===== config.mk =====
export PLATFORM = sky130hd
export DESIGN_NAME = sp_ram_arbiter
export DESIGN_NICKNAME = d
export VERILOG_FILES = /design/src/rtl/sp_ram_arbiter.sv
export SDC_FILE = /design/constraint.sdc
export NUM_CORES = 1
export LEC_CHECK = 0
export CORE_AREA = 2 2 102 104
export DETAILED_ROUTE_END_ITERATION = 6
export DIE_AREA = 0 0 104 106
export GPL_ROUTABILITY_DRIVEN = 0
export PLACE_DENSITY_LB_ADDON = 0.15
export SETUP_SLACK_MARGIN = 0.15
export SLEW_MARGIN = 5
export SYNTH_ARGS = -nofsm -noshare
export SYNTH_HDL_FRONTEND = slang
export SYNTH_SLANG_ARGS = --single-unit

===== constraint.sdc =====
create_clock -name clk -period 1.5 [get_ports clk]
set_input_delay 0.375 -clock clk [delete_from_list [all_inputs] [get_ports clk]]
set_output_delay 0.375 -clock clk [all_outputs]
set_load 0.02 [all_outputs]

===== src/rtl/sp_ram_arbiter.sv =====
// Two-port arbiter in front of a single-port RAM with a fixed one-cycle response.
// Define SP_RAM_ARB_RR_EN for round-robin contention; default gives p1 fixed priority.
module sp_ram_arbiter #(
  parameter int unsigned ADDR_WIDTH = 15,
  parameter int unsigned DATA_WIDTH = 32
) (
  input  logic                    clk,
  input  logic                    rst_i,
  input  logic                    p0_req_i,
  output logic                    p0_gnt_o,
  input  logic [ADDR_WIDTH-1:0]   p0_addr_i,
  input  logic                    p0_we_i,
  input  logic [DATA_WIDTH/8-1:0] p0_be_i,
  input  logic [DATA_WIDTH-1:0]   p0_wdata_i,
  output logic                    p0_rvalid_o,
  output logic [DATA_WIDTH-1:0]   p0_rdata_o,
  input  logic                    p1_req_i,
  output logic                    p1_gnt_o,
  input  logic [ADDR_WIDTH-1:0]   p1_addr_i,
  input  logic                    p1_we_i,
  input  logic [DATA_WIDTH/8-1:0] p1_be_i,
  input  logic [DATA_WIDTH-1:0]   p1_wdata_i,
  output logic                    p1_rvalid_o,
  output logic [DATA_WIDTH-1:0]   p1_rdata_o,
  output logic                    ram_en_o,
  output logic [ADDR_WIDTH-1:0]   ram_addr_o,
  output logic [DATA_WIDTH-1:0]   ram_wdata_o,
  output logic                    ram_we_o,
  output logic [DATA_WIDTH/8-1:0] ram_be_o,
  input  logic [DATA_WIDTH-1:0]   ram_rdata_i
);

  localparam int unsigned BE_WIDTH = DATA_WIDTH / 8;

  logic gnt0, gnt1;
  logic valid_q, valid_d;
  logic owner_q, owner_d;

`ifdef SP_RAM_ARB_RR_EN
  // prio_q = 1 means p1 is favoured on the next contention
  logic prio_q, prio_d;

  always_comb begin
    gnt0 = 1'b0;
    gnt1 = 1'b0;
    if (!rst_i) begin
      if (p0_req_i && p1_req_i) begin
        gnt0 = ~prio_q;
        gnt1 = prio_q;
      end else begin
        gnt0 = p0_req_i;
        gnt1 = p1_req_i;
      end
    end
  end

  always_comb begin
    prio_d = prio_q;
    if (gnt0) begin
      prio_d = 1'b1;
    end else if (gnt1) begin
      prio_d = 1'b0;
    end
  end

  always_ff @(posedge clk) begin
    if (rst_i) begin
      prio_q <= 1'b0;
    end else begin
      prio_q <= prio_d;
    end
  end
`else
  always_comb begin
    gnt0 = 1'b0;
    gnt1 = 1'b0;
    if (!rst_i) begin
      gnt1 = p1_req_i;
      gnt0 = p0_req_i & ~p1_req_i;
    end
  end
`endif

  // RAM request mux; idle cycles drive all request fields to zero
  always_comb begin
    ram_addr_o  = '0;
    ram_wdata_o = '0;
    ram_we_o    = 1'b0;
    ram_be_o    = '0;
    if (gnt1) begin
      ram_addr_o  = p1_addr_i;
      ram_wdata_o = p1_wdata_i;
      ram_we_o    = p1_we_i;
      ram_be_o    = BE_WIDTH'(p1_be_i);
    end else if (gnt0) begin
      ram_addr_o  = p0_addr_i;
      ram_wdata_o = p0_wdata_i;
      ram_we_o    = p0_we_i;
      ram_be_o    = BE_WIDTH'(p0_be_i);
    end
  end

  always_comb begin
    valid_d = gnt0 | gnt1;
    owner_d = owner_q;
    if (gnt0 | gnt1) begin
      owner_d = gnt1;
    end
  end

  always_ff @(posedge clk) begin
    if (rst_i) begin
      valid_q <= 1'b0;
      owner_q <= 1'b0;
    end else begin
      valid_q <= valid_d;
      owner_q <= owner_d;
    end
  end

  assign p0_gnt_o = gnt0;
  assign p1_gnt_o = gnt1;
  assign ram_en_o = gnt0 | gnt1;

  // Reset in the response cycle kills the pending response as well
  assign p0_rvalid_o = valid_q & ~owner_q & ~rst_i;
  assign p1_rvalid_o = valid_q &  owner_q & ~rst_i;
  assign p0_rdata_o  = ram_rdata_i;
  assign p1_rdata_o  = ram_rdata_i;

endmodule


==> impl_metrics.csv <==
group,metric,value,unit
outcome,status,"finished, violations left",
outcome,failed_checks,"negative setup slack",
floorplan,die_width,104,µm
placement,hpwl,4.60,mm
sta,relSlewSlack,87.3,%
job,drv.max_cap_violation_count,0,
critical_path,regToRegSetupSlack,880,ps
critical_path,end_kind,"output pin",
floorplan,floorplan.io_pins,261,
global_routing,vias_in_the_first_global_route,1736,
sta,final_period_util,109,%
sta,timing.final.max_slew_violations,0,
sta,finalCriticalPeriod,1640,ps
logic_synthesis,synth.net_count,286,
route,dr.pass1.iters,4,
sta,rsz0062_at_grt,"true",
logic_synthesis,syn_avg_cell_area,8.36,µm²
global_routing,grt_first_pass_wirelength,10.2,mm
logic_synthesis,postSynthRegisterBits,2,
route,drt-vias-per-instance,4.07,
power_and_ir_drop,pwr_density_cell,397,nW/µm²
critical_path,timing.reg2reg.worst_path_depth,2,
worst_hold_path,min-delay-path-class,"in -> reg",
critical_path,timing.critical_path.arrival,1260,ps
logic_synthesis,synth_simple_gate_area_share,4.31,%
floorplan,fp.dieH,106,µm
critical_path,r2r-end,"owner_q$_SDFFE_PP0P_",
layout,design.final.nets,401,
layout,antennaDiodeCount,0,
floorplan,placement_rows,37,
critical_path,rr_startpoint,"owner_q$_SDFFE_PP0P_",
sta,crit_path_setup_slack_layout,-136,ps
layout,final_common_cell,"clkdlybuf4s50_1",
sta,fmax,611,MHz
route,drt-wirelength-per-cell,17.9,µm
clocking,clock-root-buffer,"clkbuf_8",
sta,hold_slack,456,ps
logic_synthesis,synth-compound-area-share,43.1,%
route,post-route-drc-count,0,
clocking,tritoncts,"built",
sta,timing.final.setup_violations,53,
clocking,numClockSinks,2,
global_routing,grt_start_max_net_pins,38,
critical_path,endpoint,"ram_wdata_o[0]",
logic_synthesis,synth-warning-count,0,
power_and_ir_drop,power.leakage,1.48,nW
logic_synthesis,yosysSeqAreaShare,3.28,%
route,vias,1607,
sta,timing_hold_violations_final,0,
layout,drive_gt1_share,56.4,%
clocking,cts_buffers,3,
placement,buffer_ports.inserted,164,
route,routed_wl,7.08,mm
logic_synthesis,yosys-mux-area-fraction,0,%
layout,final_design_area_no_fill,3170,µm²
critical_path,cp_max_fo,4,
logic_synthesis,synth.cell_area,1220,µm²
clocking,clk_transition_reported_paths,30,ps
critical_path,setup.worst_path.class,"in -> out",
route,antenna_violating_nets_post_route,0,
logic_synthesis,largest_family_of_logic_cells_by_synthesized_area,"buffers and inverters",
clocking,clock_tree.htree_level_count,1,
global_routing,grt.overflow.total,0,
sta,fin_worst_skew,0,ps
clocking,cts_max_path_buffers,2,
global_routing,grt_antenna_before_repair,0,
placement,dpl_cell_area,2640,µm²
layout,mostFrequentLayoutCells,"clkdlybuf4s50_1 (104), buf_6 (60), a32o_2 (50)",
clocking,clock_insertion_delay_worst_skew,210,ps
logic_synthesis,synthCells,146,
floorplan,core-area,10000,µm²
floorplan,design.die.area,11000,µm²
sta,worst_slew_pin_slew,190,ps
logic_synthesis,synth_adder_area_share,0,%
global_routing,global_route_usage_sum,11.5,%
power_and_ir_drop,irDropWorstVdd,357,µV
critical_path,startpoint,"p1_req_i",
logic_synthesis,post_synth_xor_area_fraction,0,%
logic_synthesis,yosysUniqueCellTypes,15,
layout,area_growth,159,%
route,starting_drt_drc_count,58,
critical_path,timing.critical_path.from_type,"input pin",
critical_path,critical_path_required,1120,ps
floorplan,initial_utilization,12.2,%
-- registers in the layout, summed over array words and instances, names as in the netlist --
name	cells
owner_q	1
valid_q	1
-- final cells by class --
type | count | area [µm²]
fill | 1061 | 6830
timing repair buffer | 191 | 2240
multi-input combinational | 62 | 671
tap | 136 | 170
clock buffer | 3 | 41.3
sequential | 2 | 40.0
inverter | 1 | 3.75
-- where the power goes --
part	switching, mW	total [mW]	internal (mW)
Combinational	0.357	0.984	0.627
Clock	0.0442	0.214	0.170
Sequential	0.00225	0.0595	0.0573
Total	0.403	1.26	0.854
-- critical path, stage by stage --
cell,delay (ps)
buf_8,100
nor2b_4,140
buf_8,150
clkbuf_16,150
a32o_2,220
buf_6,130
-- Yosys cell counts --
cell | instances | area [µm²]
buf_4 | 64 | 480
inv_1 | 1 | 3.75
dfxtp_1 | 2 | 40.0
a21oi_1 | 1 | 5.00
nand2b_1 | 1 | 6.26
a32o_1 | 52 | 521
nor2_2 | 1 | 6.26
nor3b_1 | 1 | 7.51
clkbuf_1 | 4 | 15.0
and2_1 | 1 | 6.26
buf_2 | 7 | 35.0
buf_6 | 6 | 67.6
nor2_1 | 3 | 11.3
nor2b_1 | 1 | 6.26
and3b_1 | 1 | 8.76
-- timing repair --
item | CTS | global route
pin swaps | 4 | 9
setup buffers | 4 | 1
gates cloned | 7 | 5
hold buffers | 0 | 0
gates resized for setup | 366 | 16
endpoints found under the hold margin | 0 | 0
endpoints found under the setup margin | 57 | 56
-- worst min path at each step --
stage	from	to	slack, ps	cells past startpoint
after floorplan	rst_i	owner_q$_SDFFE_PP0P_	440	1
after detailed placement	owner_q$_SDFFE_PP0P_	owner_q$_SDFFE_PP0P_	480	2
after global placement	owner_q$_SDFFE_PP0P_	owner_q$_SDFFE_PP0P_	480	2
final	rst_i	owner_q$_SDFFE_PP0P_	460	3
after global routing	rst_i	owner_q$_SDFFE_PP0P_	470	3
after CTS	rst_i	owner_q$_SDFFE_PP0P_	480	3
-- stage by stage --
| step | setup TNS [ps] | cells | setup slack, ps | total power, mW | util (%) |
|---|---|---|---|---|---|
| after detailed placement | -56290 | 375 | -1060 | 0.872 | 26.4 |
| after global placement | -55690 | 375 | -1030 | 0.871 | 26.4 |
| final | -6320 | 395 | -136 | 1.26 | 31.7 |
| after floorplan | 0 | 146 | 107 | 0.621 | - |
| after global routing | -7810 | 395 | -162 | 1.33 | 31.7 |
| after CTS | -5910 | 389 | -143 | 1.22 | 30.0 |
-- metal layers --
metal | global-route usage, % | vias up | wire [µm]
met5 | 0 | - | 0
li1 | - | 747 | -
met1 | 12.7 | 750 | 2780
met2 | 21.4 | 85 | 3630
met3 | 3.13 | 25 | 540
met4 | 3.38 | 0 | 139
-- cell families after synthesis --
group | after synthesis
flip-flops | 2
buffers and inverters | 82
AND/OR/NAND/NOR | 9
AO/OA/AOI/OAI | 53
Note: power is estimated with default switching activity, not from simulation.
